File: config.mk
export PLATFORM = sky130hd
export DESIGN_NAME = load_store_unit
export DESIGN_NICKNAME = d
export VERILOG_FILES = /design/src/rtl/load_store_unit.sv
export SDC_FILE = /design/constraint.sdc
export NUM_CORES = 1
export LEC_CHECK = 0
export BUFFER_PORTS_ARGS = -buffer_cell sky130_fd_sc_hd__buf_2
export CORE_ASPECT_RATIO = 1.2
export CORE_MARGIN = 3
export CORE_UTILIZATION = 31
export CTS_CLUSTER_DIAMETER = 150
export CTS_CLUSTER_SIZE = 20
export DETAILED_ROUTE_END_ITERATION = 8
export GPL_TIMING_DRIVEN = 0
export PLACE_DENSITY_LB_ADDON = 0.08
export SLEW_MARGIN = 40
export SYNTH_ARGS = -nofsm -noshare
export SYNTH_HDL_FRONTEND = slang
export SYNTH_SLANG_ARGS = --single-unit
export TNS_END_PERCENT = 1
File: constraint.sdc
create_clock -name clk_i -period 1.2 [get_ports clk_i]
set_input_delay 0.12 -clock clk_i [delete_from_list [all_inputs] [get_ports clk_i]]
set_output_delay 0.12 -clock clk_i [all_outputs]
set_load 0.01 [all_outputs]
File: src/rtl/load_store_unit.sv
// Load/store unit: adapts core byte/half/word accesses onto a 32-bit ready-handshake bus.
// Optional bus timeout is enabled by defining LSU_TIMEOUT_EN.
module load_store_unit #(
  parameter int TIMEOUT_CYCLES = 255
) (
  input  logic        clk_i,
  input  logic        rst_i,
  input  logic        core_req_i,
  input  logic        core_we_i,
  input  logic [2:0]  core_size_i,
  input  logic [31:0] core_addr_i,
  input  logic [31:0] core_wd_i,
  output logic [31:0] core_rd_o,
  output logic        core_stall_o,
  output logic        mem_req_o,
  output logic        mem_we_o,
  output logic [3:0]  mem_be_o,
  output logic [31:0] mem_addr_o,
  output logic [31:0] mem_wd_o,
  input  logic [31:0] mem_rd_i,
  input  logic        mem_ready_i,
  output logic        bus_err_o
);

  typedef enum logic {S_IDLE, S_WAIT} state_t;

  state_t state_q, state_d;
  logic   in_wait;
  logic   ready_hit;
  logic   timeout_hit;
  logic   load_done;

  function automatic logic [3:0] lane_be(input logic [2:0] size, input logic [1:0] off);
    case (size)
      3'd0, 3'd4: lane_be = 4'b0001 << off;
      3'd1, 3'd5: lane_be = 4'b0011 << {off[1], 1'b0};
      default:    lane_be = 4'b1111;
    endcase
  endfunction

  function automatic logic [31:0] replicate_store(input logic [2:0] size, input logic [31:0] wd);
    case (size)
      3'd0, 3'd4: replicate_store = {4{wd[7:0]}};
      3'd1, 3'd5: replicate_store = {2{wd[15:0]}};
      default:    replicate_store = wd;
    endcase
  endfunction

  function automatic logic [31:0] extend_load(input logic [2:0] size, input logic [1:0] off,
                                              input logic [31:0] word);
    logic [7:0]  byte_lane;
    logic [15:0] half_lane;
    byte_lane = word[{off, 3'b000} +: 8];
    half_lane = off[1] ? word[31:16] : word[15:0];
    case (size)
      3'd0:    extend_load = {{24{byte_lane[7]}}, byte_lane};
      3'd1:    extend_load = {{16{half_lane[15]}}, half_lane};
      3'd4:    extend_load = {24'd0, byte_lane};
      3'd5:    extend_load = {16'd0, half_lane};
      default: extend_load = word;
    endcase
  endfunction

  assign in_wait   = (state_q == S_WAIT);
  assign ready_hit = in_wait & core_req_i & mem_ready_i;
  assign load_done = ready_hit & ~core_we_i & ~rst_i;

`ifdef LSU_TIMEOUT_EN
  localparam logic [7:0] TO_LAST = 8'(TIMEOUT_CYCLES - 1);

  logic [7:0] wait_cnt_q;

  // Count holds the number of prior ready-less WAIT cycles, so the
  // TIMEOUT_CYCLES-th WAIT cycle is the one that sees TO_LAST.
  always_ff @(posedge clk_i) begin
    if (rst_i) begin
      wait_cnt_q <= '0;
    end else if (!in_wait && core_req_i) begin
      wait_cnt_q <= '0;
    end else if (in_wait && !mem_ready_i) begin
      wait_cnt_q <= wait_cnt_q + 8'd1;
    end
  end

  assign timeout_hit = in_wait & core_req_i & ~mem_ready_i & (wait_cnt_q == TO_LAST);
`else
  if (TIMEOUT_CYCLES < 1 || TIMEOUT_CYCLES > 255) begin : g_timeout_range_unused
  end
  assign timeout_hit = 1'b0;
`endif

  always_ff @(posedge clk_i) begin
    if (rst_i) begin
      state_q <= S_IDLE;
    end else begin
      state_q <= state_d;
    end
  end

  always_comb begin
    state_d = state_q;
    case (state_q)
      S_IDLE:  if (core_req_i) state_d = S_WAIT;
      S_WAIT:  if (!core_req_i || mem_ready_i || timeout_hit) state_d = S_IDLE;
      default: state_d = S_IDLE;
    endcase
  end

  // Bus-side outputs are forced to zero while reset is held.
  always_comb begin
    mem_req_o    = core_req_i & ~rst_i;
    mem_we_o     = core_req_i & core_we_i & ~rst_i;
    core_stall_o = core_req_i & ~rst_i & ~ready_hit & ~timeout_hit;
    bus_err_o    = timeout_hit & ~rst_i;
    mem_be_o     = 4'd0;
    mem_addr_o   = 32'd0;
    mem_wd_o     = 32'd0;
    core_rd_o    = 32'd0;
    if (!rst_i) begin
      mem_be_o   = lane_be(core_size_i, core_addr_i[1:0]);
      mem_addr_o = core_addr_i;
      mem_wd_o   = replicate_store(core_size_i, core_wd_i);
    end
    if (load_done) begin
      core_rd_o = extend_load(core_size_i, core_addr_i[1:0], mem_rd_i);
    end
  end

endmodule

==> results.yml, run 1 <==
status:
  status: "finished, violations left"
  violations: "negative setup slack"
grt:
  grt_pass1_wl_um: 12200
  antenna_found_initial: 0
  grt_max_degree: 11
  grtUsageMet3_pct: 4.82
  globalRouteOverflowTotal: 0
  grt_util_all_layers_pct: 23.4
  grt-busiest-layer: "met2"
  grt_pass1_vias: 2563
  grt_use_met2_pct: 43.8
  grt_util_met1_pct: 26.5
logic_synthesis:
  syn_inst: 262
  yosysSeqAreaShare_pct: 1.15
  ys_warn_count: 0
  yosysUniqueCellTypes: 33
  syn_nets: 366
  syn_area_per_cell_um2: 6.65
  synth_seq_cells: 1
  netlist_area_um2: 1740
sta:
  rsz0062_at_grt: "true"
  min_period_ps: 1550
  setup_viol: 41
  slew_violations: 0
  fin_skew_ps: 0
  fin_crit_sh_pct: 130
  max_freq_mhz: 643
  layout_setup_ws_ps: -355
  whs_ps: 410
  slew_headroom_pct: 54.6
  hold_violations: 0
  tightest_slew_ps: 681
  tns_ps: -9450
drt:
  drc: 0
  wire_per_inst_um: 15.5
  final_antenna_net_count: 0
  first_iter_violations: 63
  finalWirelength_um: 8240
  detail_route.first_pass.iterations: 4
  vias_per_cell: 4.93
  vias: 2621
cts:
  ctsHoldBuffers: 0
  clk_latency_ps: 0
  path_clk_slew_ps: 0
finish:
  layout_commonest_cell: "buf_2"
  final_cell_mix: "buf_2 (204), nor2b_1 (42), nand2_1 (40), inv_1 (32), a221oi_2 (21)"
  nets: 576
  largest_reg_flops: 1
  drive_gt1_share_pct: 61.9
  antennaDiodeCount: 0
  syn_to_final_growth_pct: 77.7
floorplan:
  row_count: 29
  io_pins: 208
  die_w_um: 74.4
  die_h_um: 88.1
  dieArea_um2: 6560
  floorplan.initialDensity_pct: 32.4
  core_region_area_um2: 5370
run:
  cap_violations: 0
worst_setup_path:
  cp-start-kind: "input port"
  crit_path_max_fanout: 4
  reg2reg_depth: 1
  critPathArrivalTime_ps: 1430
  r2r_slack_ps: 550
  worst_setup_path_end_kind: "output port"
  required_ps: 1080
  worst-setup-path-type: "in2out"
worst_hold_path:
  min_path_cells: 2
  hold_class: "in2reg"
power_and_ir_drop:
  vdd_drop_max_uv: 183
  power_per_cell_area_nw_per_um2: 331
  leakagePower_nw: 1.80
place:
  dp_hpwl_um: 6950
  place_ws_ps: -518
  gp_congestion: 0.849
  io_buffers: 205
kinds of logic (layout without fill, tap and decap cells):
family | Yosys count | after routing | share of synthesized area (%)
AO/OA/AOI/OAI | 58 | 58 | 32.0
buffers and inverters | 60 | 268 | 14.7
flip-flops | 1 | 1 | 1.15
multiplexers | 25 | 25 | 16.2
other | 1 | 1 | 0.215
AND/OR/NAND/NOR | 117 | 117 | 35.7
where the power goes:
part	switching (mW)	total (mW)	internal, mW
Combinational	0.527	0.985	0.458
Sequential	0.00254	0.0385	0.0359
Clock	0	0	0
Total	0.530	1.02	0.494
routing by layer:
| metal | routed length (um) | share of wire, % | vias up |
|---|---|---|---|
| li1 | - | - | 1321 |
| met1 | 3040 | 37 | 1150 |
| met2 | 4290 | 52 | 131 |
| met3 | 704 | 8.5 | 19 |
| met4 | 207 | 2.5 | 0 |
| met5 | 0 | 0 | - |
worst paths after layout:
check	startpoint	endpoint
setup reg to reg	in_wait	in_wait
setup / recovery	core_addr_i[1]	core_rd_o[16]
hold / removal	mem_ready_i	in_wait
hold reg to reg	in_wait	in_wait
timing repair:
action,in CTS,in global routing
endpoints found under the setup margin,60,52
pin swaps,15,4
resized for setup,49,10
cloned,1,0
setup buffers,5,0
synthesized netlist by cell type (all sizes together):
cell type / instances / area share (%)
buf: 12 / 4.3
a221oi: 24 / 19
nand3b: 1 / 0.65
or3b: 1 / 0.50
or2: 1 / 0.36
o21bai: 1 / 0.43
a2111oi: 8 / 4.0
nand2b: 1 / 0.36
a21boi: 2 / 0.86
dfxtp: 1 / 1.1
nand4b: 1 / 0.86
a31o: 1 / 0.50
nand2: 40 / 8.6
mux4: 1 / 1.3
and2: 1 / 0.36
a21oi: 20 / 6.4
inv: 32 / 6.9
nor3: 1 / 0.29
mux2i: 8 / 4.6
mux2: 16 / 10
o21ai: 2 / 0.57
clkbuf: 16 / 3.4
conb: 1 / 0.22
nor2b: 43 / 16
nor2: 20 / 4.3
and4: 7 / 3.5
per-stage QoR:
stage | instance area, um2 | util (%) | cells | power [mW]
2_1_floorplan | 1800 | - | 262 | 0.540
3_3_place_gp | 2910 | 54.1 | 529 | 0.948
3_5_place_dp | 2910 | 54.1 | 529 | 0.958
5_1_grt | 3090 | 57.6 | 532 | 1.11
6_report | 3090 | 57.6 | 532 | 1.02
4_1_cts | 3110 | 57.9 | 534 | 1.04
worst max-delay path, cell delays in order:
cell and delay [ps]:
buf_8 80, mux4_2 540, a21oi_4 230, buf_4 190, a221oi_1 80, buf_2 190
final cells by class:
class / count / area [um2]
Fill cell: 550 / 2280
Multi-Input combinational cell: 201 / 1570
Tap cell: 62 / 77.6
Sequential cell: 1 / 20.0
Timing Repair Buffer: 210 / 1090
Buffer: 26 / 211
Inverter: 32 / 120
No activity file was read; power rests on OpenSTA's default activity.
==> run 2, diff against run 1 <==
--- a/config.mk
+++ b/config.mk
@@ -5,13 +5,13 @@
 export SDC_FILE = /design/constraint.sdc
 export NUM_CORES = 1
 export LEC_CHECK = 0
-export BUFFER_PORTS_ARGS = -buffer_cell sky130_fd_sc_hd__buf_2
 export CORE_ASPECT_RATIO = 1.2
-export CORE_MARGIN = 3
-export CORE_UTILIZATION = 31
+export CORE_MARGIN = 10
+export CORE_UTILIZATION = 40
 export CTS_CLUSTER_DIAMETER = 150
 export CTS_CLUSTER_SIZE = 20
 export DETAILED_ROUTE_END_ITERATION = 8
+export DONT_BUFFER_PORTS = 1
 export GPL_TIMING_DRIVEN = 0
 export PLACE_DENSITY_LB_ADDON = 0.08
 export SLEW_MARGIN = 40
==> results.yml, run 2 (synthesized netlist as in run 1, its figures left out) <==
status:
  violations: "negative setup slack"
  status: "finished, violations left"
finish:
  layout_commonest_cell: "nor2b_1"
  final-seq-area_um2: 20.0
  drive_gt1_share_pct: 38.0
  antennaDiodeCount: 0
  fillCellCount: 396
  final_cell_mix: "nor2b_1 (42), nand2_1 (40), inv_1 (32), a221oi_4 (18), mux2_2 (16)"
  multi_input_area_um2: 1960
  syn_to_final_growth_pct: 38.4
  nets: 369
  design_area_um2: 2410
  largest_reg_flops: 1
worst_hold_path:
  hold_class: "in2reg"
  min_path_cells: 1
worst_setup_path:
  worst-setup-path-type: "in2out"
  cp-start-kind: "input port"
  slowest_delay_ps: 620
  critical_path.cell_chain: "buf_2 -> or3b_2 -> nor2_2 -> a2111oi_4"
  cpMaxStageDelayCell: "or3b_2"
  cp_top_family: "simple AND/OR/NAND/NOR gates"
  worst_setup_path_end_kind: "output port"
  crit_path_max_fanout: 10
  critPathBufInv: 1
  critPathArrivalTime_ps: 1240
  required_ps: 1080
  crit_cells: 4
  reg2reg_depth: 1
sta:
  slew_violations: 0
  fin_skew_ps: 0
  min_period_ps: 1360
  slew_headroom_pct: 61.5
  layout_setup_ws_ps: -163
  rsz0062_at_grt: "true"
  max_freq_mhz: 734
  fin_crit_sh_pct: 114
  tightest_slew_ps: 578
  setup_viol: 39
  hold_violations: 0
  whs_ps: 234
floorplan:
  row_count: 26
  die_h_um: 92.3
  dieArea_um2: 7400
  floorplan.initialDensity_pct: 41.2
  core_region_area_um2: 4230
  die_w_um: 80.2
  io_pins: 208
grt:
  grt_max_degree: 11
  grt_util_met1_pct: 22.8
  grt-busiest-layer: "met2"
  grt_use_met2_pct: 41.4
  grt_util_all_layers_pct: 21.6
  grt_pass1_vias: 2157
  globalRouteOverflowTotal: 0
  antenna_found_initial: 0
  grtUsageMet3_pct: 8.30
  grt_pass1_wl_um: 13000
drt:
  first_iter_violations: 51
  wire_per_inst_um: 27.7
  finalWirelength_um: 8830
  drc: 0
  detail_route.first_pass.iterations: 4
  vias: 1940
  vias_per_cell: 6.08
  final_antenna_net_count: 0
place:
  io_buffers: 0
  gp_congestion: 0.838
  dp_hpwl_um: 7200
  placed_cell_area_um2: 1870
cts:
  path_clk_slew_ps: 0
  clk_latency_ps: 0
  ctsHoldBuffers: 0
power_and_ir_drop:
  vdd_drop_max_uv: 210
  leakagePower_nw: 0.913
  power_per_cell_area_nw_per_um2: 339
  total_power_mw: 0.818
run:
  cap_violations: 0
==> run 2: cell count changes in the layout (fill, tap and decap cells not counted), moves of 8 or more <==
cell | before | now
a2111oi_4 | 0 | 8
a221oi_2 | 21 | 6
a21oi_1 | 19 | 9
a221oi_4 | 0 | 18
a2111oi_2 | 8 | 0
buf_2 | 204 | 4
buf_6 | 10 | 1
a21oi_2 | 0 | 9
==> run 2: worst paths after layout <==
check                 start           end  slack (ps)
max reg2reg         in_wait       in_wait         610
max          core_size_i[1]  core_rd_o[3]        -160
min             mem_ready_i       in_wait         230
min reg2reg         in_wait       in_wait         510
==> run 2: layout make-up <==
type / instances / area share [%]
Buffer: 26 / 8.62
Sequential cell: 1 / 0.831
Timing Repair Buffer: 3 / 1.45
Tap cell: 56 / 2.91
Multi-Input combinational cell: 201 / 81.2
Inverter: 32 / 4.98
==> run 2: timing repair <==
item | 4_1_cts | 5_1_grt
pin swaps | 5 | 9
gates cloned | 0 | 0
resized for setup | 63 | 22
endpoints found under the setup margin | 60 | 57
setup buffers | 2 | 1
==> run 2: layer usage <==
metal  share of wire, %  up-vias  routed length (um)
met3                 11        4                 971
li1                   -      906                   -
met5                  0        -                   0
met4               0.76        0                  67
met1                 34      904                3020
met2                 54      126                4770
==> run 2: stage by stage <==
stage	cells	TNS, ps	worst slack, ps	util, %
after detailed placement	318	-13650	-414	44.3
after CTS	318	-4200	-134	53.0
after floorplan	262	-2160	-90.5	-
after global placement	318	-14150	-440	44.3
final	319	-4240	-163	57.0
after global routing	319	-6490	-198	57.0
==> run 2: where the power goes <==
| group | total, mW | internal (mW) | leakage (nW) | switching [mW] |
|---|---|---|---|---|
| clock | 0 | 0 | 0 | 0 |
| combinational | 0.780 | 0.262 | 0.905 | 0.517 |
| sequential | 0.0381 | 0.0359 | 0.00831 | 0.00221 |
| total | 0.818 | 0.298 | 0.913 | 0.520 |
